File: config.mk
export PLATFORM = sky130hd
export DESIGN_NAME = memory_access_stage
export DESIGN_NICKNAME = d
export VERILOG_FILES = /design/src/rtl/cpu_types_pkg.sv /design/src/rtl/mem_wb_latch.sv /design/src/rtl/memory_access_stage.sv
export SDC_FILE = /design/constraint.sdc
export NUM_CORES = 1
export LEC_CHECK = 0
export BUFFER_PORTS_ARGS = -buffer_cell sky130_fd_sc_hd__buf_4
export CORE_AREA = 2 2 123 125
export DETAILED_ROUTE_END_ITERATION = 6
export DIE_AREA = 0 0 125 127
export HOLD_SLACK_MARGIN = 0.05
export SYNTH_ARGS = -nofsm -noshare
export SYNTH_HDL_FRONTEND = slang
export SYNTH_SLANG_ARGS = --single-unit
export TNS_END_PERCENT = 30
File: constraint.sdc
create_clock -name CLK -period 2.85 [get_ports CLK]
set_input_delay 0.4275 -clock CLK [delete_from_list [all_inputs] [get_ports CLK]]
set_output_delay 0.4275 -clock CLK [all_outputs]
set_load 0.01 [all_outputs]
File: src/rtl/cpu_types_pkg.sv
// cpu_types_pkg: shared CPU datapath types and the memory-stage state encoding.
package cpu_types_pkg;
   localparam int WORD_BITS = 32;
   localparam int REG_BITS = 5;
   typedef logic [WORD_BITS-1:0] word_t;
   typedef logic [REG_BITS-1:0] regbits_t;
   typedef enum logic [1:0] {IDLE, WAIT, HALTED} memstage_state_t;
   typedef struct packed {
      word_t npc;
      word_t rdat;
      word_t result;
      regbits_t reg_dest;
      logic reg_wen;
      logic pc2reg;
      logic mem2reg;
   } mem_wb_t;
endpackage

File: src/rtl/mem_wb_latch.sv
// mem_wb_latch: MEM/WB output flops with load/bubble control and a sticky halt bit.
module mem_wb_latch
   import cpu_types_pkg::*;
(
   input  logic    clk,
   input  logic    rst,
   input  logic    load,
   input  logic    bubble,
   input  logic    halt_set,
   input  mem_wb_t fields,
   output mem_wb_t out,
   output logic    halt
);
   mem_wb_t out_d, out_q;
   logic halt_d, halt_q;
   always_comb begin
      out_d = load ? fields : bubble ? '0 : out_q;
      halt_d = halt_q | halt_set;
   end
   always_ff @(posedge clk) begin
      if (rst) begin
         out_q <= '0;
         halt_q <= 1'b0;
      end else begin
         out_q <= out_d;
         halt_q <= halt_d;
      end
   end
   assign out = out_q;
   assign halt = halt_q;
endmodule

File: src/rtl/memory_access_stage.sv
// memory_access_stage: issues D-cache requests, stalls until dhit, and feeds the MEM/WB latch.
module memory_access_stage
   import cpu_types_pkg::*;
#(
   parameter int WORD_W = 32,
   parameter int REG_W = 5
) (
   input  logic              CLK,
   input  logic              RST,
   input  logic              in_valid,
   input  logic [WORD_W-1:0] in_npc,
   input  logic [WORD_W-1:0] in_result,
   input  logic [WORD_W-1:0] in_store,
   input  logic [REG_W-1:0]  in_RegDest,
   input  logic              in_RegWen,
   input  logic              in_pc2reg,
   input  logic              in_mem2reg,
   input  logic              in_dREN,
   input  logic              in_dWEN,
   input  logic              in_halt,
   output logic              dmemREN,
   output logic              dmemWEN,
   output logic [WORD_W-1:0] dmemaddr,
   output logic [WORD_W-1:0] dmemstore,
   input  logic              dhit,
   input  logic [WORD_W-1:0] dmemload,
   output logic              stall,
   output logic [WORD_W-1:0] MEM_npc_OUT,
   output logic [WORD_W-1:0] MEM_rdat_OUT,
   output logic [WORD_W-1:0] MEM_result_OUT,
   output logic [REG_W-1:0]  MEM_RegDest_OUT,
   output logic              MEM_RegWen_OUT,
   output logic              MEM_pc2reg_OUT,
   output logic              MEM_mem2reg_OUT,
   output logic              MEM_halt_OUT
);
   memstage_state_t state_d, state_q;
   logic mem_op, active, load, halt_set;
   mem_wb_t fields, out;
   always_comb begin
      mem_op = in_valid & (in_dREN | in_dWEN);
      active = (state_q != HALTED) & mem_op;
      // write wins when both strobes are requested
      dmemWEN = active & in_dWEN;
      dmemREN = active & in_dREN & ~in_dWEN;
      dmemaddr = active ? in_result : '0;
      dmemstore = active ? in_store : '0;
      stall = active & ~dhit;
      load = (state_q != HALTED) & in_valid & ~stall;
      halt_set = (state_q == IDLE) & in_valid & in_halt & ~mem_op;
      fields.npc = in_npc;
      fields.rdat = mem_op ? (((state_q == WAIT) & in_dWEN) ? '0 : dmemload) : '0;
      fields.result = in_result;
      fields.reg_dest = in_RegDest;
      fields.reg_wen = in_RegWen;
      fields.pc2reg = in_pc2reg;
      fields.mem2reg = in_mem2reg;
      state_d = (state_q == HALTED || halt_set) ? HALTED : stall ? WAIT : IDLE;
   end
   always_ff @(posedge CLK) begin
      if (RST) state_q <= IDLE;
      else state_q <= state_d;
   end
   mem_wb_latch u_latch (
      .clk     (CLK),
      .rst     (RST),
      .load    (load),
      .bubble  (~load),
      .halt_set(halt_set),
      .fields  (fields),
      .out     (out),
      .halt    (MEM_halt_OUT)
   );
   assign MEM_npc_OUT = out.npc;
   assign MEM_rdat_OUT = out.rdat;
   assign MEM_result_OUT = out.result;
   assign MEM_RegDest_OUT = out.reg_dest;
   assign MEM_RegWen_OUT = out.reg_wen;
   assign MEM_pc2reg_OUT = out.pc2reg;
   assign MEM_mem2reg_OUT = out.mem2reg;
endmodule

; ---- Yosys cells after proc, flatten, opt, wreduce, memory -nomap -nowiden
; Index checks and enable logic that the tools add are counted.
[totals]
ff_bits = 107
out_inout_bits = 172
in_bits = 143
[op_classes]
eq_ne = 3
muxes = 4
n_bitwise = 19
reduce_logical = 5
[op_table]
columns = cell, count
row1 = 32-bit 2-to-1 mux, 2
row2 = 1-bit bitwise AND, 12
row3 = 1-bit NOT, 5
row4 = 2-bit OR reduction, 2
row5 = 4-bit OR reduction, 1
row6 = 2-bit by 1-bit equality test with 1-bit output (second input constant), 1
row7 = 2-bit equality test (second input constant), 1
row8 = 2-bit logical NOT, 1
row9 = 2-bit 2-to-1 mux, 1
row10 = 2-bit inequality test (second input constant), 1
row11 = 1-bit bitwise OR, 2
row12 = 1-bit logical OR, 1
row13 = 1-bit 2-to-1 mux, 1

; ---- Longest topological paths before layout
[depth]
ltp_word = 8
ltp_mapped = 6

; ---- Hierarchy
; A second synthesis with hierarchy kept.
[hier_totals]
cells_unflattened = 609
hier_area_um2 = 5975.7
[by_module_without_submodules]
columns = module, n_inst, cells_each, seq_area_each_um2, area_each_um2
row1 = mem_wb_latch, 1, 467, 2102.0, 4583.1
row2 = memory_access_stage, 1, 142, 40.0, 1392.6

; ---- Worst setup path after synthesis
; No wires, ideal clock.
[synth_path]
path_type = input to output
startpoint = input port in_dREN
endpoint = output port dmemaddr[10]
n_path_buf = 3
t_arrival_ps = 1368
path_stages = 6
slack_ps = 1054
cell_sequence = or2_1 -> buf_2 -> and3_4 -> buf_6 -> buf_6 -> and2_1
[synth_between]
elab_chain_len = 4
[synth_rtl]
columns = element, line_no
row1 = "start, declared", memory_access_stage.sv:18  ; input logic in_dREN,
row2 = 1-bit bitwise OR, memory_access_stage.sv:41  ; mem_op = in_valid & (in_dREN | in_dWEN);
row3 = 1-bit bitwise AND, memory_access_stage.sv:41
row4 = 1-bit bitwise AND, memory_access_stage.sv:42  ; active = (state_q != HALTED) & mem_op;
row5 = 32-bit 2-to-1 mux, memory_access_stage.sv:46  ; dmemaddr = active ? in_result : '0;
row6 = "end, declared", memory_access_stage.sv:23  ; output logic [WORD_W-1:0] dmemaddr,
; Every way passes these cells.

; ---- Worst setup path in the final report
[layout_path]
startpoint = register state_q[1]
endpoint = output port dmemstore[31]
[layout_between]
elab_chain_len = 3
[layout_rtl]
columns = element, line_no
row1 = "start, declared", memory_access_stage.sv:37  ; memstage_state_t state_d, state_q;
row2 = "start signal, assigned", memory_access_stage.sv:62  ; else state_q <= state_d;
row3 = 2-bit inequality test, memory_access_stage.sv:42
row4 = 1-bit bitwise AND, memory_access_stage.sv:42
row5 = 32-bit 2-to-1 mux, memory_access_stage.sv:47  ; dmemstore = active ? in_store : '0;
row6 = "end, declared", memory_access_stage.sv:24  ; output logic [WORD_W-1:0] dmemstore,
; Every way passes these cells.

==> reports/metrics.cfg <==
[setup_path]
worstSetupPathType=register to output port
cp-start-kind=register
ff2ff_path_depth=4
cp_data_required_time_ps=2420
critPathArrivalTime_ps=1860
cp-end-kind=output port
crit_fanout=64
cp_cell_sequence=or2b_2, and3_4, and2_1, buf_4
r2r-end=u_latch.out[21]$_SDFF_PP0_
r2r_slack_ps=1090
r2r_start=state_q[1]$_SDFF_PP0_
cpMaxStageDelayCell=and3_4
cpPeakStageDelay_ps=580

[finish]
drive_gt1_share_pct=55.91
layout_common_cells=buf_4 (319), dfxtp_1 (107), and2_1 (106)
area_growth_pct=76.20
nets=798
antenna_cells=0
layout_commonest_cell=buf_4
design_area_mm2=0.006457

[cts]
clockBufferDepth=2
numCtsBuffers=9
postCtsHoldBufs=0
insertion_delay_ps=350
cts.htree.levels=3
cts.root.buffer_cell=clkbuf_16
cts_tree=done
ctsResizeCount=0
clk_pin_slew_ps=70
clkSinkCount=107
post_cts_buffers=0

[detailed_routing]
drtIter0Drc=108
drtAntennaViolNets=0
wl_per_cell_um=14.84
vias=3483
drtPass1Iterations=4
route.detailed.drc=0
vias_per_cell=4.127
routed_wl_um=12530

[timing]
setup-violations-final=0
fin_crit_ps=2286
tightest_slew_ps=893.7
rsz0062_at_grt=no
maxSlewHeadroom_pct=40.24
post-route-period-util_pct=80.22
final-max-slew-violation-count=0
finalSetupTns_ps=0
fin_worst_skew_ps=8.042
hold_viol=0
timing.fmax_mhz=437.4

[synth]
avgSynthCellArea_um2=10.38
yosysWarnings=0
yosys.area.top_type=dfxtp_1
synth_ff_type=dfxtp_1
synth_seq_cells=107
synth_top_area_share_pct=58.45
async_flop_share_pct=0
synth_nets=496
synth_edf_count=0
synth_cell_types=20
syn_area_mm2=0.003665
synthTopCellsByArea=dfxtp_1 (58%), and2_1 (18%), and2_4 (7.2%)
synth_seq_area_share_pct=58.45
synth_cells=353

[die]
fp.dieArea_mm2=0.01588
core-area_mm2=0.01442
top_level_ports=315
die_h_um=127
die-width_um=125
start_util_pct=25.41
rows=44

[place]
portBuffers=314
place_area_mm2=0.006133
dp.final_hpwl_um=9970
gp_congestion=0.7911

[global_route]
grt_pass1_wl_um=18620
gr-usage-all-layers_pct=15.03
gr-total-overflow=0
grt_max_degree=65
antenna_found_initial=0
grt_pass1_vias=3444

[min_path]
hold_depth=2
hold_path_class=primary input to register
hold_start=RST
min_to=state_q[1]$_SDFF_PP0_

[power_and_ir_drop]
p_sw_share_pct=23.44
power.density_mw_per_mm2=524.7
p_switching_w=0.0007943
ir_drop_uv=318.9
combPwrFrac_pct=15.4
p_int_w=0.002594
p_clk_share_pct=38.8
p_seq_share_pct=45.8
power_leakage_nw=3.204

[status]
status=completed

[run]
cap_violations=0

-- flip-flops by register name, indices dropped and copies added (netlist names) --
signal / count
u_latch.out: 104
u_latch.halt: 1
state_q: 2
-- cell usage after synthesis (2+ instances only) --
cell type  number
a21oi_1         2
and2_4         30
buf_6           7
nor2_1         35
clkbuf_1       16
inv_1           2
buf_2           5
dfxtp_1       107
and2_1        106
nand4_1        33
-- final cells by class --
type,instances,area [um2]
clock buffers,11,252.7
fillers,1411,7966
multi-input cells,216,1359
flip-flops and latches,107,2142
clock inverters,5,71.32
inverters,2,7.507
repair buffers,319,2395
well taps,184,230.2
-- cell families (layout without fill, tap and decap cells) --
| kind of cell | Yosys count | after routing | share of synthesized area [%] |
|---|---|---|---|
| AND/OR/NAND/NOR | 212 | 212 | 36.05 |
| flip-flops | 107 | 107 | 58.45 |
| buffers and inverters | 30 | 337 | 4.678 |
| AO/OA/AOI/OAI | 4 | 4 | 0.8194 |
-- through the flow --
step / worst slack (ps) / utilization, % / hold slack [ps] / cells / power, W
3_3_place_gp: 686.2 / 42.52 / 436.6 / 828 / 0.002110
3_5_place_dp: 594.1 / 42.52 / 437.4 / 828 / 0.002118
2_1_floorplan: 1054 / - / 463.5 / 353 / 0.001797
4_1_cts: 506.7 / 44.77 / 237.5 / 844 / 0.003445
5_1_grt: 391.5 / 44.77 / 241.7 / 844 / 0.003547
6_report: 563.8 / 44.77 / 253.2 / 844 / 0.003388
-- power by group through the flow --
| stage | Clock (W) | Sequential [W] | Combinational, W |
|---|---|---|---|
| floorplan | 0 | 0.00161 | 0.000188 |
| global placement | 0 | 0.00159 | 0.000525 |
| detailed placement | 0 | 0.00159 | 0.000531 |
| CTS | 0.00136 | 0.00155 | 0.000532 |
| global route | 0.00143 | 0.00156 | 0.000565 |
| finish | 0.00131 | 0.00155 | 0.000523 |
-- worst max path at each step --
stage	slack (ps)	cells after the start	from	end
floorplan	1050	6	in_dREN	dmemaddr[10]
global placement	690	4	in_valid	dmemstore[3]
detailed placement	590	4	in_valid	dmemstore[31]
CTS	510	4	state_q[0]$_SDFF_PP0_	dmemstore[31]
global route	390	4	state_q[0]$_SDFF_PP0_	dmemstore[31]
finish	560	4	state_q[1]$_SDFF_PP0_	dmemstore[31]
-- per-layer routing --
| metal | vias to the layer above | track usage, % | share of wire [%] |
|---|---|---|---|
| met5 | - | 0 | 0 |
| met4 | 0 | 6.209 | 2.2 |
| met3 | 17 | 5.486 | 9.2 |
| met2 | 185 | 26.37 | 51 |
| met1 | 1559 | 16.51 | 38 |
| li1 | 1722 | - | - |
-- critical path: cells and delay by family, from the launching register on --
family / cells / cell delay, ps
AND/OR/NAND/NOR: 3 / 1050
flip-flops: 1 / 320
buffers and inverters: 1 / 130
(Power assumes the default switching activity.)
